File: src/rtl/port_b_arbiter_pkg.sv
// Shared types for the port B arbiter: ownership state encoding and requester IDs.
package port_b_arbiter_pkg;

    typedef enum logic [1:0] {
        ST_IDLE = 2'd0,
        ST_HOST = 2'd1,
        ST_ENG  = 2'd2
    } arb_state_e;

    localparam logic REQ_HOST = 1'b0;
    localparam logic REQ_ENG  = 1'b1;

    function automatic arb_state_e owner_state(input logic id);
        return (id == REQ_ENG) ? ST_ENG : ST_HOST;
    endfunction

endpackage

File: src/rtl/port_b_rd_tracker.sv
// Remembers which requester issued last cycle's read and routes mem_q back to it.
module port_b_rd_tracker
    import port_b_arbiter_pkg::*;
#(
    parameter int DATA_WIDTH = 32
) (
    input  logic                  clk,
    input  logic                  reset,
    input  logic                  rd_fire_i,
    input  logic                  rd_tag_i,
    input  logic [DATA_WIDTH-1:0] mem_q_i,
    output logic                  h_rvalid_o,
    output logic [DATA_WIDTH-1:0] h_rdata_o,
    output logic                  e_rvalid_o,
    output logic [DATA_WIDTH-1:0] e_rdata_o
);

    logic valid_q, valid_d;
    logic tag_q, tag_d;

    // next tag/valid: capture every granted read, otherwise go empty
    always_comb begin
        valid_d = 1'b0;
        tag_d   = tag_q;
        if (rd_fire_i) begin
            valid_d = 1'b1;
            tag_d   = rd_tag_i;
        end else begin
            valid_d = 1'b0;
            tag_d   = tag_q;
        end
    end

    // tag/valid register
    always_ff @(posedge clk or negedge reset) begin
        if (!reset) begin
            valid_q <= 1'b0;
            tag_q   <= REQ_HOST;
        end else begin
            valid_q <= valid_d;
            tag_q   <= tag_d;
        end
    end

    // mem_q is only valid one cycle after its address, so the demux is combinational
    always_comb begin
        h_rvalid_o = 1'b0;
        e_rvalid_o = 1'b0;
        h_rdata_o  = {DATA_WIDTH{1'b0}};
        e_rdata_o  = {DATA_WIDTH{1'b0}};
        if (valid_q && (tag_q == REQ_ENG)) begin
            e_rvalid_o = 1'b1;
            e_rdata_o  = mem_q_i;
        end else if (valid_q) begin
            h_rvalid_o = 1'b1;
            h_rdata_o  = mem_q_i;
        end else begin
            h_rvalid_o = 1'b0;
            e_rvalid_o = 1'b0;
        end
    end

endmodule

File: src/rtl/port_b_arbiter.sv
// Memory port B arbiter: host vs. engine, same-cycle grant, bounded-burst
// round-robin, engine lock and read-return routing.
module port_b_arbiter
    import port_b_arbiter_pkg::*;
#(
    parameter int DATA_WIDTH = 32,
    parameter int ADDR_WIDTH = 12,
    parameter int MAX_BURST  = 8,
    parameter int BURST_LOG  = 4
) (
    input  logic                  clk,
    input  logic                  reset,
    input  logic                  h_req,
    input  logic                  h_we,
    input  logic [ADDR_WIDTH-1:0] h_addr,
    input  logic [DATA_WIDTH-1:0] h_wdata,
    output logic                  h_gnt,
    output logic                  h_rvalid,
    output logic [DATA_WIDTH-1:0] h_rdata,
    input  logic                  e_req,
    input  logic                  e_we,
    input  logic [ADDR_WIDTH-1:0] e_addr,
    input  logic [DATA_WIDTH-1:0] e_wdata,
    output logic                  e_gnt,
    output logic                  e_rvalid,
    output logic [DATA_WIDTH-1:0] e_rdata,
    input  logic                  e_lock,
    output logic [ADDR_WIDTH-1:0] mem_addr,
    output logic [DATA_WIDTH-1:0] mem_data,
    output logic                  mem_we,
    input  logic [DATA_WIDTH-1:0] mem_q
);

    localparam logic [BURST_LOG-1:0] MAX_CNT = BURST_LOG'(MAX_BURST);
    localparam logic [BURST_LOG-1:0] ONE_CNT = BURST_LOG'(1);

    arb_state_e           state_q, state_d;
    logic                 last_owner_q, last_owner_d;
    logic [BURST_LOG-1:0] burst_cnt_q, burst_cnt_d;

    logic h_gnt_s, e_gnt_s, any_gnt_s, win_id_s, burst_open_s, win_we_s;

    assign burst_open_s = (burst_cnt_q < MAX_CNT);
    assign any_gnt_s    = h_gnt_s | e_gnt_s;
    assign win_id_s     = e_gnt_s ? REQ_ENG : REQ_HOST;
    assign win_we_s     = e_gnt_s ? e_we : h_we;

    // grant decision; on a tie the current owner keeps the port until its burst is spent
    always_comb begin
        h_gnt_s = 1'b0;
        e_gnt_s = 1'b0;
        if (e_lock) begin
            e_gnt_s = e_req;
        end else if (h_req && e_req) begin
            if ((state_q == ST_HOST) && burst_open_s) begin
                h_gnt_s = 1'b1;
            end else if ((state_q == ST_ENG) && burst_open_s) begin
                e_gnt_s = 1'b1;
            end else if (last_owner_q == REQ_HOST) begin
                e_gnt_s = 1'b1;
            end else begin
                h_gnt_s = 1'b1;
            end
        end else begin
            h_gnt_s = h_req;
            e_gnt_s = e_req;
        end
    end

    // next ownership state and saturating burst count
    always_comb begin
        state_d      = ST_IDLE;
        last_owner_d = last_owner_q;
        burst_cnt_d  = {BURST_LOG{1'b0}};
        if (any_gnt_s) begin
            state_d      = owner_state(win_id_s);
            last_owner_d = win_id_s;
            if (state_q == owner_state(win_id_s)) begin
                burst_cnt_d = burst_open_s ? (burst_cnt_q + ONE_CNT) : MAX_CNT;
            end else begin
                burst_cnt_d = ONE_CNT;
            end
        end else begin
            state_d     = ST_IDLE;
            burst_cnt_d = {BURST_LOG{1'b0}};
        end
    end

    // arbitration state register; reset leaves host as last owner so engine wins the first tie
    always_ff @(posedge clk or negedge reset) begin
        if (!reset) begin
            state_q      <= ST_IDLE;
            last_owner_q <= REQ_HOST;
            burst_cnt_q  <= {BURST_LOG{1'b0}};
        end else begin
            state_q      <= state_d;
            last_owner_q <= last_owner_d;
            burst_cnt_q  <= burst_cnt_d;
        end
    end

    // port B bus mux, zeroed when nobody is granted
    always_comb begin
        mem_addr = {ADDR_WIDTH{1'b0}};
        mem_data = {DATA_WIDTH{1'b0}};
        mem_we   = 1'b0;
        if (e_gnt_s) begin
            mem_addr = e_addr;
            mem_data = e_wdata;
            mem_we   = e_we;
        end else if (h_gnt_s) begin
            mem_addr = h_addr;
            mem_data = h_wdata;
            mem_we   = h_we;
        end else begin
            mem_we   = 1'b0;
        end
    end

    assign h_gnt = h_gnt_s;
    assign e_gnt = e_gnt_s;

    port_b_rd_tracker #(
        .DATA_WIDTH (DATA_WIDTH)
    ) u_rd_tracker (
        .clk        (clk),
        .reset      (reset),
        .rd_fire_i  (any_gnt_s & ~win_we_s),
        .rd_tag_i   (win_id_s),
        .mem_q_i    (mem_q),
        .h_rvalid_o (h_rvalid),
        .h_rdata_o  (h_rdata),
        .e_rvalid_o (e_rvalid),
        .e_rdata_o  (e_rdata)
    );

endmodule

File: config.mk
export PLATFORM = sky130hd
export DESIGN_NAME = port_b_arbiter
export DESIGN_NICKNAME = d
export VERILOG_FILES = /design/src/rtl/port_b_arbiter_pkg.sv /design/src/rtl/port_b_rd_tracker.sv /design/src/rtl/port_b_arbiter.sv
export SDC_FILE = /design/constraint.sdc
export NUM_CORES = 1
export LEC_CHECK = 0
export BUFFER_PORTS_ARGS = -buffer_cell sky130_fd_sc_hd__buf_2
export CORE_AREA = 2 2 92 94
export CTS_CLUSTER_DIAMETER = 60
export DETAILED_ROUTE_END_ITERATION = 10
export DIE_AREA = 0 0 94 96
export GPL_TIMING_DRIVEN = 1
export SYNTH_ARGS = -nofsm -noshare
export SYNTH_HDL_FRONTEND = slang
export SYNTH_SLANG_ARGS = --single-unit
File: constraint.sdc
create_clock -name clk -period 2.1 [get_ports clk]
set_clock_uncertainty 0.1 [all_clocks]
set_input_delay 0.21 -clock clk [delete_from_list [all_inputs] [get_ports clk]]
set_output_delay 0.21 -clock clk [all_outputs]
set_load 0.02 [all_outputs]
# == Word-level counts from Yosys, hierarchy flattened ==
# Cells that the tools add are included.
# word_totals
ff_bits,9
# op_classes
n_mux,30
bitwise,3
reduce_logical,4
n_lt_le_gt_ge,1
n_eq_ne,3
n_addsub,1
# op_table
op,n
2-to-1 mux 32 bit,5
2-to-1 mux 12 bit,2
2-to-1 mux 1 bit,18
2-to-1 mux 4 bit,3
"adder 4 x 1 -> 4 bit, second input constant",1
logical AND 1 bit,4
"less-than comparator 4 bit, second input constant",1
2-to-1 mux 2 bit,2
"== test 2 x 1 -> 1 bit, second input constant",1
== test 2 bit,1
"== test 2 bit, second input constant",1
bitwise AND 1 bit,1
inverter 1 bit,1
OR 1 bit,1

# == Depth between registers and ports, before layout ==
# Gate-level depths: netlist (run 1).
# logic_depth
word_depth,11
ltp_mapped,7
mapped_depth_nobuf,4

# == By module ==
# A second synthesis (run 1) with hierarchy kept.
# hier_totals
cells_unflattened,186
area_unflattened_um2,1665.3
# by_module_without_submodules
mod,n_inst,cells_per_inst,seq_area_each_um2,area_each_um2
port_b_arbiter,1,103,175.2,1004.7
port_b_rd_tracker,1,83,50.0,660.6

# == Worst setup path before layout (run 1) ==
# OpenSTA, ideal clock, no wires.
# synth_path
path_kind,flip-flop to output port
from,register last_owner_q
to,output mem_addr[0]
arrival_ps,1570
path_slack_ps,220
path_stages_with_launch,7
path_buffers,2
t_required_ps,1790
cell_sequence,dfrtp_1 > o21bai_1 > a22oi_2 > o21a_1 > buf_4 > buf_6 > a22o_1
# synth_via
elab_chain_cells,7
elab_cells_between_ends,12
cone_classes,12 x mux
# synth_lines
element,line,source
from (decl),port_b_arbiter.sv:38,"logic last_owner_q, last_owner_d;"
from (signal assigned),port_b_arbiter.sv:97,last_owner_q <= last_owner_d;
2-to-1 mux 1 bit,port_b_arbiter.sv:59,end else if (last_owner_q == REQ_HOST) begin
2-to-1 mux 1 bit,port_b_arbiter.sv:57,end else if ((state_q == ST_ENG) && burst_open_s) begin
2-to-1 mux 1 bit,port_b_arbiter.sv:55,if ((state_q == ST_HOST) && burst_open_s) begin
2-to-1 mux 1 bit,port_b_arbiter.sv:54,end else if (h_req && e_req) begin
2-to-1 mux 1 bit,port_b_arbiter.sv:52,if (e_lock) begin
2-to-1 mux 12 bit,port_b_arbiter.sv:111,end else if (h_gnt_s) begin
2-to-1 mux 12 bit *,port_b_arbiter.sv:107,if (e_gnt_s) begin
to (decl),port_b_arbiter.sv:28,"output logic [ADDR_WIDTH-1:0] mem_addr,"
# Every way passes the cells marked *; elsewhere a longest branch is shown, timed or not.

# == Worst setup path after layout (run 1) ==
# layout_path
from,register state_q[1]
to,output mem_data[19]
# layout_via
elab_chain_cells,8
elab_cells_between_ends,14
cone_classes,2 x eq/ne; 10 x mux; 2 x reduce/logical
# layout_lines
element,line,source
from (decl),port_b_arbiter.sv:37,"arb_state_e state_q, state_d;"
from (signal assigned),port_b_arbiter.sv:96,state_q <= state_d;
== test 2 bit,port_b_arbiter.sv:57,
logical AND 1 bit,port_b_arbiter.sv:57,
2-to-1 mux 1 bit,port_b_arbiter.sv:57,
2-to-1 mux 1 bit,port_b_arbiter.sv:55,
2-to-1 mux 1 bit,port_b_arbiter.sv:54,
2-to-1 mux 1 bit,port_b_arbiter.sv:52,
2-to-1 mux 32 bit,port_b_arbiter.sv:111,
2-to-1 mux 32 bit *,port_b_arbiter.sv:107,
to (decl),port_b_arbiter.sv:29,"output logic [DATA_WIDTH-1:0] mem_data,"
# Marked as above.

==> results of run 1 <==
==> per-layer routing <==
| layer | vias up | part of all wire, % |
|---|---|---|
| li1 | 1174 | - |
| met1 | 1093 | 39 |
| met2 | 155 | 52 |
| met3 | 2 | 8.3 |
| met4 | 0 | 0.30 |
| met5 | - | 0 |
==> synth_stat cells (2+ instances only) <==
cell type	n	area, um^2
a21oi_1	6	30.03
a22o_1	46	402.9
and2_1	33	206.5
and3_1	32	200.2
buf_2	4	20.02
buf_6	7	78.83
clkbuf_1	10	37.54
dfrtp_1	9	225.2
inv_1	4	15.01
nand2_1	5	18.77
nand2b_1	2	12.51
nor2_1	4	15.01
nor2b_1	4	25.02
o21a_1	2	15.01
o21ai_0	2	10.01
o311ai_0	2	17.52
==> path summary, 6_finish.rpt <==
check                               start                   end  slack (ns)  cells after the start
setup / recovery               state_q[1]          mem_data[19]      -0.008                      6
hold / removal                       e_we    u_rd_tracker.tag_q        0.19                      2
setup reg to reg             last_owner_q  u_rd_tracker.valid_q        0.50                      5
hold reg to reg            burst_cnt_q[0]        burst_cnt_q[0]        0.46                      1
max in group asynchronous           reset            state_q[1]        1.43                      2
min in group asynchronous           reset    u_rd_tracker.tag_q        0.27                      2
==> stage by stage <==
step | power, mW | cell area (um^2)
floorplan | 0.6256 | 1450
global placement | 0.9171 | 2734
detailed placement | 0.9246 | 2734
CTS | 1.174 | 2913
global route | 1.345 | 3203
finish | 1.273 | 3203
==> flip-flops by register name, indices dropped and copies added (netlist names) <==
name,flops
burst_cnt_q,4
last_owner_q,1
state_q,2
u_rd_tracker.tag_q,1
u_rd_tracker.valid_q,1
==> timing repair <==
action	CTS	global route
hold buffers	1	0
gates resized for setup	31	57
cloned	1	4
buffers inserted	1	1
setup endpoints to repair	45	45
hold endpoints to repair	9	0
pin swaps	3	5
==> cell type report <==
class	count	area [um^2]	area share (%)
clock buffers	4	45.04	1.406
inverters	4	15.01	0.4688
multi-input cells	151	1106	34.53
flip-flops and latches	9	226.5	7.070
well taps	105	131.4	4.102
repair buffers	256	1679	52.42
==> cells by family after synthesis <==
group,synth area share [%]
adder cells (fa/ha/maj),0.8627
buffers and inverters,10.96
flip-flops,15.53
AO/OA/AOI/OAI,37.53
XOR/XNOR,0.6041
AND/OR/NAND/NOR,34.51
==> power groups by stage <==
| stage | logic, mW | registers, mW | clock network, mW |
|---|---|---|---|
| 6_report | 0.874 | 0.200 | 0.198 |
| 5_1_grt | 0.933 | 0.202 | 0.210 |
| 4_1_cts | 0.773 | 0.199 | 0.202 |
| 3_5_place_dp | 0.722 | 0.203 | 0 |
| 3_3_place_gp | 0.715 | 0.202 | 0 |
| 2_1_floorplan | 0.421 | 0.205 | 0 |
==> results by group, run 1 <==
Status
  • Status: finished with violations
  • Failing checks: negative setup slack

Floorplan
  • Die area: 0.009024 mm^2
  • Ports: 240
  • Rows: 33
  • Initial Utilization: 18.01%
  • Core area: 0.008051 mm^2
  • Chip width: 94 um
  • Height of the die: 96 um

Routing
  • 1st-iter DRT viols: 61
  • Drt pass-1 iters: 4
  • DRC Markers: 0
  • Via density: 4.582
  • Routed wire per std cell: 14.31 um
  • DRT Wirelength: 7.568 mm
  • Post-route ant nets: 0
  • Via count: 2424

Cells and area
  • Number of diodes: 0
  • Finished Layout Cells: 529
  • Final nets: 553
  • Fin util: 39.78%
  • Most common cell after layout, fill and taps aside: buf_2
  • Commonest non-fill, non-tap cells in the layout: buf_2, a22o_1, buf_6
  • Area delta synth->final: 120.9%
  • Layout cell share with drive strength beyond 1: 62.50%
  • Filler cells: 798

Critical path
  • Required @ worst endpoint: 1.79 ns
  • Crit-path cells: o21bai_1 -> a22oi_2 -> o21a_4 -> buf_6 -> a22o_4 -> buf_6
  • Critical path arrival: 1.80 ns
  • Critical path peak fanout: 6
  • CP max stage delay: 0.43 ns
  • Setup crit end kind: output pin
  • Critical path's top delay family: compound AO/OA/AOI/OAI gates
  • Slowest CP cell: dfrtp_2
  • CP Buf/Inv Count: 2
  • WS Path Type: reg -> out
  • Worst Setup Start Kind: register
  • Most frequent CP cell: buf_6

Timing
  • Final worst-path setup slack: -0.008097 ns
  • Tmin final: 2.108 ns
  • Top achievable clock speed: 474.4 MHz
  • Fin crit share: 100.4%
  • Final hold vios: 0
  • Unrepaired setup endpoints after global routing: yes
  • Worst slew pin tran: 0.3584 ns
  • Final Hold Slack: 0.1870 ns
  • Worst slew margin: 76.05%
  • Max-slew violations: 0
  • Final setup fails: 5
  • Final setup TNS: -0.02662 ns

Pwr
  • Worst VDD drop: 0.2111 mV
  • Sw Ratio: 41.72%
  • Leak: 1.953 nW
  • Cell internal pwr: 0.7420 mW
  • Seq pwr share: 15.7%
  • Pwr dens: 397.5 mW/mm^2
  • Combinational power share: 68.7%
  • Net Sw Power: 0.5312 mW
  • Clock share of power: 15.6%

Yosys
  • EDFF count, synth: 0
  • Distinct cells, synth: 30
  • Most used DFF post-synth: dfrtp_1
  • Mapped Area: 0.001450 mm^2
  • Ys Warns: 0
  • Syn_nets: 314
  • Yosys reg bits: 9
  • Sequential element share of the synthesized area: 15.53%
  • Synthesized netlist cell count: 186
  • Ys async rst share: 100.0%
  • Mean Syn Cell Area: 7.796 um^2

Global route
  • M2 GR Usage: 24.40%
  • Most Used Layer, Global Route: met2
  • Gr ovfl total: 0
  • First-pass GRT wire length: 9.121 mm
  • Met1 usage: 14.93%
  • Total Routing Usage GR: 12.32%
  • Initial antenna violation count: 0
  • Met3 usage: 0.7831%
  • Vias in the first global route: 1968
  • Largest net degree at the start of global routing: 48

CTS
  • H-tree Lvls: 1
  • Clock buffer depth: 2
  • Clock Latency Late Sink: 0.23 ns
  • CTS tree: yes
  • CTS root buf: clkbuf_8
  • Num CTS Buffers: 3
  • Clk slew on worst S/H paths: 0.05 ns
  • Clock Sinks: 9

Place
  • Final Wtd Congestion: 0.8822
  • Placed cells: 517
  • Pre-CTS WS: 0.07196 ns
  • HPWL Detailed: 5.692 mm
  • PortBufs: 239

Flow run
  • Number of max-cap violations: 0

Worst hold path
  • Hold WC Path Type: in -> reg
Note: power is estimated with default switching activity, not from simulation.
==> inputs of run 2 (changes only) <==
--- a/config.mk
+++ b/config.mk
@@ -6,11 +6,12 @@
 export NUM_CORES = 1
 export LEC_CHECK = 0
 export BUFFER_PORTS_ARGS = -buffer_cell sky130_fd_sc_hd__buf_2
-export CORE_AREA = 2 2 92 94
+export CORE_AREA = 2 2 94 96
 export CTS_CLUSTER_DIAMETER = 60
 export DETAILED_ROUTE_END_ITERATION = 10
-export DIE_AREA = 0 0 94 96
+export DIE_AREA = 0 0 96 98
 export GPL_TIMING_DRIVEN = 1
 export SYNTH_ARGS = -nofsm -noshare
 export SYNTH_HDL_FRONTEND = slang
+export SYNTH_HIERARCHICAL = 1
 export SYNTH_SLANG_ARGS = --single-unit
==> run 2 against run 1 <==
The flow still finishes with violations (negative setup slack). Die area grew 4.3%. Cell count grew 0.57%. Power grew 15%. Sequential share of layout area shrank 0.48 points. Worst setup slack lost 0.049 ns. Fmax shrank 2.3%. Wire length grew 22%. Critical endpoint is now mem_data[12]. Via count grew 8.3%. Critical path type unchanged. Synthesized cell count is the same. Core utilization grew 1.2 points. Area after synthesis grew 15%. Clock power grew 3%.
==> results by group, run 2 <==
Status
  • Failing checks: negative setup slack
  • Status: finished with violations

Cells and area
  • Number of diodes: 0 (unchanged)
  • Area delta synth->final: 108.5%
  • Footprint of the multi-input gates: 0.001261 mm^2 (+14%)
  • Layout cell share with drive strength beyond 1: 70.28% (+7.8 points)
  • Commonest non-fill, non-tap cells in the layout: buf_2, buf_6, and3b_1
  • Filler cells: 867 (+8.6%)
  • Most common cell after layout, fill and taps aside: buf_2
  • Register area: 229.0 um^2 (+1.1%)
  • Final nets: 553 (unchanged)
  • Fin util: 41.01% (+1.2 points)
  • Reg with most FFs: burst_cnt_q
  • Largest register FFs: 4 (unchanged)
  • Largest regs: burst_cnt_q (4), state_q (2)

Timing
  • Worst slew margin: 68.37% (-7.7 points)
  • Top achievable clock speed: 463.5 MHz (-2.3%)
  • Final setup TNS: -0.3753 ns (-0.3487 ns)
  • Fin crit share: 102.7% (+2.3 points)
  • Max-slew violations: 0 (unchanged)
  • Unrepaired setup endpoints after global routing: yes
  • Tmin final: 2.157 ns (+0.04935 ns)
  • Worst slew pin tran: 0.4744 ns (+0.1159 ns)
  • Final worst-path setup slack: -0.05745 ns (-0.04935 ns)
  • Final setup fails: 22 (+17)
  • Final hold vios: 0 (unchanged)

Global route
  • M2 GR Usage: 29.49% (+5.1 points)
  • Most Used Layer, Global Route: met2
  • Met3 usage: 1.698% (+0.91 points)
  • Total Routing Usage GR: 14.84% (+2.5 points)
  • Vias in the first global route: 2203 (+12%)
  • Initial antenna violation count: 0 (unchanged)
  • Met1 usage: 16.38% (+1.4 points)
  • Largest net degree at the start of global routing: 67 (+40%)
  • First-pass GRT wire length: 11.16 mm (+22%)
  • Gr ovfl total: 0 (unchanged)

Critical path
  • Critical path arrival: 1.85 ns (+0.05 ns)
  • Reg2Reg Depth: 7 (+2)
  • Worst Setup EP: mem_data[12]
  • Reg2reg start: state_q[0]
  • R2r endpoint: u_rd_tracker/tag_q
  • Setup crit end kind: output pin
  • WS Path Type: reg -> out
  • Worst Setup Start Kind: register
  • CP Launch Point: state_q[0]
  • Critical path peak fanout: 6 (unchanged)
  • Required @ worst endpoint: 1.79 ns (about the same)
  • Internal reg-to-reg setup slack: 0.11 ns (-0.39 ns)

Yosys
  • Most common cell in the netlist: a32o_1
  • Ys async rst share: 100.0% (unchanged)
  • Yosys top cell by area: a32o_1
  • Ys Warns: 6 (+6)
  • Yosys reg bits: 9 (unchanged)
  • Top cell type's share of synthesized area: 27.65% (-0.13 points)
  • Synthesized netlist cell count: 186 (unchanged)
  • Synth area leaders: a32o_1, and3b_1, dfrtp_1, and3_1, buf_6
  • EDFF count, synth: 0 (unchanged)
  • Mean Syn Cell Area: 8.953 um^2 (+15%)
  • Sequential element share of the synthesized area: 13.52% (-2.0 points)
  • Post-synth top cells: a32o_1, and3b_1, and3_1
  • Mapped Area: 0.001665 mm^2 (+15%)
  • Most used DFF post-synth: dfrtp_1
  • Distinct cells, synth: 34 (+13%)
  • Syn_nets: 314 (unchanged)

Routing
  • Via count: 2624 (+8.3%)
  • Via density: 4.932 (+7.6%)
  • DRT Wirelength: 9.227 mm (+22%)
  • 1st-iter DRT viols: 58 (-4.9%)
  • DRC Markers: 0 (unchanged)
  • Post-route ant nets: 0 (unchanged)
  • Drt pass-1 iters: 5 (+1)
  • Routed wire per std cell: 17.34 um (+21%)

CTS
  • Clk slew on worst S/H paths: 0.04 ns (about the same)
  • Clock Latency Late Sink: 0.23 ns (about the same)
  • Clock Sinks: 9 (unchanged)
  • Clock buffer depth: 2 (unchanged)
  • Num CTS Buffers: 3 (unchanged)
  • CTS root buf: clkbuf_8
  • H-tree Lvls: 1 (unchanged)
  • CTS tree: yes

Place
  • Final Wtd Congestion: 0.7760 (-12%)
  • PortBufs: 239 (unchanged)
  • HPWL Detailed: 6.207 mm (+9.0%)
  • Pre-CTS WS: 0.08114 ns (+0.009178 ns)

Worst hold path
  • Hold path startpoint: e_req
  • Hold WC Path Type: in -> reg

Pwr
  • Combinational power share: 72.4% (+3.7 points)
  • Net Sw Power: 0.6371 mW (+20%)
  • Worst VDD drop: 0.2799 mV (+33%)
  • Seq pwr share: 13.8% (-1.9 points)
  • Total power: 1.466 mW (+15%)
  • Sw Ratio: 43.45% (+1.7 points)
  • Cell internal pwr: 0.8291 mW (+12%)
  • Clock share of power: 13.8% (-1.8 points)
  • Leak: 2.172 nW (+11%)
  • Pwr dens: 422.3 mW/mm^2 (+6.2%)

Flow run
  • Number of max-cap violations: 0 (unchanged)

Floorplan
  • Die area: 0.009408 mm^2 (+4.3%)
  • Chip width: 96 um (+2.1%)
  • Ports: 240 (unchanged)
  • Initial Utilization: 19.67% (+1.7 points)
  • Core area: 0.008466 mm^2 (+5.1%)
  • Height of the die: 98 um (+2.1%)
  • Rows: 34 (+3.0%)
==> run 2: cell types whose count changed in the layout (fill, tap and decap cells not counted), sizes merged, moves of 3 or more <==
cell	change
buf	+6
nor2	-3
a32o	+46
and3b	+34
nor2b	-3
a21oi	-5
and2	-31
clkbuf	+3
nand2	-4
a22o	-46
==> run 2: final cells by class <==
class | count | share of cell area, %
repair buffers | 265 | 51.57
well taps | 108 | 3.892
multi-input cells | 143 | 36.32
flip-flops and latches | 9 | 6.595
inverters | 3 | 0.3243
clock buffers | 4 | 1.297
==> run 2: cells by family after synthesis <==
group,after synthesis,synth area share [%]
muxes,1,0.6761
and+or+nand+nor,78,34.71
buffers and inverters,34,14.58
xor gates and xnor gates,1,0.5260
DFF,9,13.52
adders and majority gates,1,0.7512
AOI/OAI and AO/OA,62,35.24
==> run 2: through the flow <==
stage	area [um^2]	cells	hold slack [ns]
6_report	3472	532	0.2316
5_1_grt	3472	532	0.2396
4_1_cts	3027	517	0.2272
3_5_place_dp	2835	508	-0.02832
3_3_place_gp	2835	508	-0.02810
2_1_floorplan	1665	186	-0.1856
==> run 2: worst min-delay path by stage <==
stage	end	slack, ns	cells after the start
finish	burst_cnt_q[0]	0.23	3
global route	burst_cnt_q[0]	0.24	3
CTS	burst_cnt_q[0]	0.23	3
detailed placement	burst_cnt_q[3]	-0.03	1
global placement	burst_cnt_q[1]	-0.03	1
floorplan	burst_cnt_q[0]	-0.19	0
==> run 2: per-layer routing <==
layer / share of wire, % / wire length, um
met1: 37 / 3393
met5: 0 / 0
met3: 7.9 / 729
met4: 1.3 / 124
met2: 54 / 4980
==> run 2: power by group through the flow <==
stage,clock (mW),sequential [mW],combinational [mW]
floorplan,0,0.203,0.583
global placement,0,0.203,0.850
detailed placement,0,0.203,0.859
CTS,0.204,0.202,0.907
global route,0.223,0.205,1.13
finish,0.203,0.202,1.06
==> run 2: what timing repair did <==
action	in CTS	in global routing
pin swaps	1	12
hold endpoints to repair	9	0
hold buffers	1	0
cloned	1	9
setup endpoints to repair	45	45
setup buffers	3	6
resized for setup	26	75
==> run 2: worst max-delay path: stages, from the launching register on <==
cell       delay, ns
dfrtp_1         0.42
and3b_2         0.24
a32oi_4         0.19
buf_12          0.16
buf_12          0.13
clkbuf_16       0.15
a32o_1          0.19
buf_6           0.13
==> inputs of run 3 (changes only) <==
==> constraint.sdc (replaced) <==
create_clock -name clk -period 2.1 [get_ports clk]
set_clock_uncertainty 0.1 [all_clocks]
set_input_delay 0.21 -clock clk [delete_from_list [all_inputs] [get_ports clk]]
set_output_delay 0.21 -clock clk [all_outputs]
set_load 0.01 [all_outputs]
==> run 3 against run 2 <==
The run now ends clean. Cell area down 10%. First-iteration DRC count up 97%. Wire length down 7.0%. Fmax up 4.0%. Global-route usage about the same. Power down 18%. Register-to-register slack better by 0.18 ns. Non-clock buffer count down 8. Sequential share of layout area up 0.80 points. Largest cell class unchanged.
==> results by group, run 3 (synthesized netlist as in run 2, its figures left out) <==
Status
  • Status: completed

Critical path
  • CP Buf/Inv Count: 3 (-1)
  • Critical path peak fanout: 11 (+5)
  • WS Path Type: reg -> out
  • Critical path's top delay family: compound AO/OA/AOI/OAI gates
  • Critical path arrival: 1.76 ns (-0.09 ns)
  • Slowest CP cell: dfrtp_2
  • Required @ worst endpoint: 1.79 ns (about the same)
  • Worst Setup Start Kind: register
  • Setup crit end kind: output pin
  • Crit-path cells: o21bai_2 -> a32oi_4 -> buf_6 -> clkbuf_16 -> a32o_1 -> buf_2
  • CP max stage delay: 0.43 ns (about the same)

Cells and area
  • Filler cells: 895 (+3.2%)
  • Reg with most FFs: burst_cnt_q
  • Most common cell after layout, fill and taps aside: buf_2
  • Fin util: 36.77% (-4.2 points)
  • Area delta synth->final: 86.93%
  • Final instance area: 0.003113 mm^2 (-10%)
  • Final nets: 545 (-1.4%)
  • Commonest non-fill, non-tap cells in the layout: buf_2, a32o_1, and3b_1
  • Largest regs: burst_cnt_q (4), state_q (2)
  • Layout cell share with drive strength beyond 1: 66.11% (-4.2 points)
  • Finished Layout Cells: 526 (-1.1%)
  • Largest register FFs: 4 (unchanged)

Timing
  • Unrepaired setup endpoints after global routing: yes
  • Final Hold Slack: 0.2293 ns (-0.002389 ns)
  • Final worst-path setup slack: 0.02645 ns (+0.08390 ns)
  • Final setup fails: 0 (-100%)
  • Max-slew violations: 0 (unchanged)
  • Worst slew pin tran: 0.4529 ns (-0.02146 ns)
  • Top achievable clock speed: 482.3 MHz (+4.0%)
  • Tmin final: 2.074 ns (-0.08390 ns)
  • Fin crit share: 98.74% (-4.0 points)
  • Worst slew margin: 69.80% (+1.4 points)
  • Final hold vios: 0 (unchanged)

Floorplan
  • Core area: 0.008466 mm^2 (unchanged)
  • Height of the die: 98 um (unchanged)
  • Initial Utilization: 19.67% (unchanged)
  • Chip width: 96 um (unchanged)
  • Rows: 34 (unchanged)
  • Die area: 0.009408 mm^2 (unchanged)
  • Ports: 240 (unchanged)

CTS
  • CTS root buf: clkbuf_8
  • Clock buffer depth: 2 (unchanged)
  • Clock Latency Late Sink: 0.23 ns (about the same)
  • CTS tree: yes
  • Num CTS Buffers: 3 (unchanged)
  • Clock Sinks: 9 (unchanged)
  • H-tree Lvls: 1 (unchanged)
  • Clk slew on worst S/H paths: 0.04 ns (about the same)

Global route
  • Total Routing Usage GR: 14.87% (+0.031 points)
  • Initial antenna violation count: 2 (+2)
  • Largest net degree at the start of global routing: 67 (unchanged)
  • Vias in the first global route: 2202 (-0.045%)
  • First-pass GRT wire length: 11.12 mm (-0.38%)
  • Gr ovfl total: 0 (unchanged)

Worst hold path
  • Hold WC Path Type: in -> reg

Routing
  • Via density: 4.951 (+0.37%)
  • Routed wire per std cell: 16.31 um (-6.0%)
  • Via count: 2604 (-0.76%)
  • 1st-iter DRT viols: 114 (+97%)
  • DRT Wirelength: 8.579 mm (-7.0%)
  • DRC Markers: 0 (unchanged)
  • Drt pass-1 iters: 4 (-1)
  • Post-route ant nets: 0 (unchanged)

Place
  • HPWL Detailed: 6.280 mm (+1.2%)
  • Pre-CTS WS: 0.2300 ns (+0.1489 ns)
  • Placed cells: 509 (+0.20%)
  • DP Area: 0.002843 mm^2 (+0.26%)
  • PortBufs: 239 (unchanged)
  • Final Wtd Congestion: 0.8633 (+11%)

Pwr
  • Worst VDD drop: 0.2334 mV (-17%)
  • Leak: 1.976 nW (-9.1%)
  • Pwr dens: 388.3 mW/mm^2 (-8.0%)

Flow run
  • Number of max-cap violations: 0 (unchanged)
==> run 3: cell types whose count changed in the layout (fill, tap and decap cells not counted), moves of 2 or more <==
| cell | delta |
|---|---|
| buf_2 | +32 |
| diode_2 | +2 |
| a32o_2 | -15 |
| buf_6 | -32 |
| buf_12 | -2 |
| buf_4 | -3 |
| a32o_1 | +15 |
| clkbuf_16 | -3 |
==> run 3: layer usage <==
layer,up-vias,part of all wire (%),global-route usage (%)
li1,1237,-,-
met5,-,0,0
met4,0,1.1,4.066
met1,1188,37,16.99
met2,171,53,28.04
met3,8,9.2,2.006
==> run 3: final cells by class <==
class	instances	area (um^2)	share of cell area (%)
inverter	3	11.26	0.3617
clock buffer	4	45.04	1.447
multi-input combinational	143	1234	39.63
antenna	2	5.005	0.1608
tap	108	135.1	4.341
timing repair buffer	257	1453	46.66
sequential	9	230.2	7.395
==> run 3: through the flow <==
step                      TNS, ns  power [mW]
after floorplan                 0      0.6612
after global placement          0      0.9286
after detailed placement        0      0.9373
after CTS                 -0.2954       1.168
after global routing      -0.3066       1.297
final                           0       1.209
==> run 3: final timing paths <==
path                       slack (ns)  depth (start not counted)                from              endpoint
hold reg to reg                  0.41                          1  u_rd_tracker/tag_q    u_rd_tracker/tag_q
max in group asynchronous        1.44                          2               reset          last_owner_q
min in group asynchronous        0.26                          2               reset            state_q[0]
setup reg to reg                 0.29                          5        last_owner_q    u_rd_tracker/tag_q
hold / removal                   0.23                          3                h_we  u_rd_tracker/valid_q
setup / recovery                 0.03                          6        last_owner_q          mem_data[16]
==> run 3: power breakdown <==
part	total (mW)	switching [mW]	leakage, nW	internal, mW
clock network	0.201	0.0687	0.0228	0.132
registers	0.202	0.0127	0.108	0.189
logic	0.806	0.403	1.84	0.403
total	1.21	0.485	1.98	0.724
==> run 3: repair_timing <==
action                                  CTS  global route
pin swaps                                 1             2
gates resized for setup                   3            14
setup buffers                             1             3
hold buffers                              1             0
hold endpoints to repair                  9             0
endpoints found under the setup margin   16            44
gates cloned                              1             5
==> run 3: worst register-to-register path, stage by stage, from the launching register on <==
cell      delay (ns)
dfrtp_2         0.43
o21bai_2        0.21
a32oi_4         0.24
buf_6           0.17
a32o_1          0.20
mux2_2          0.34
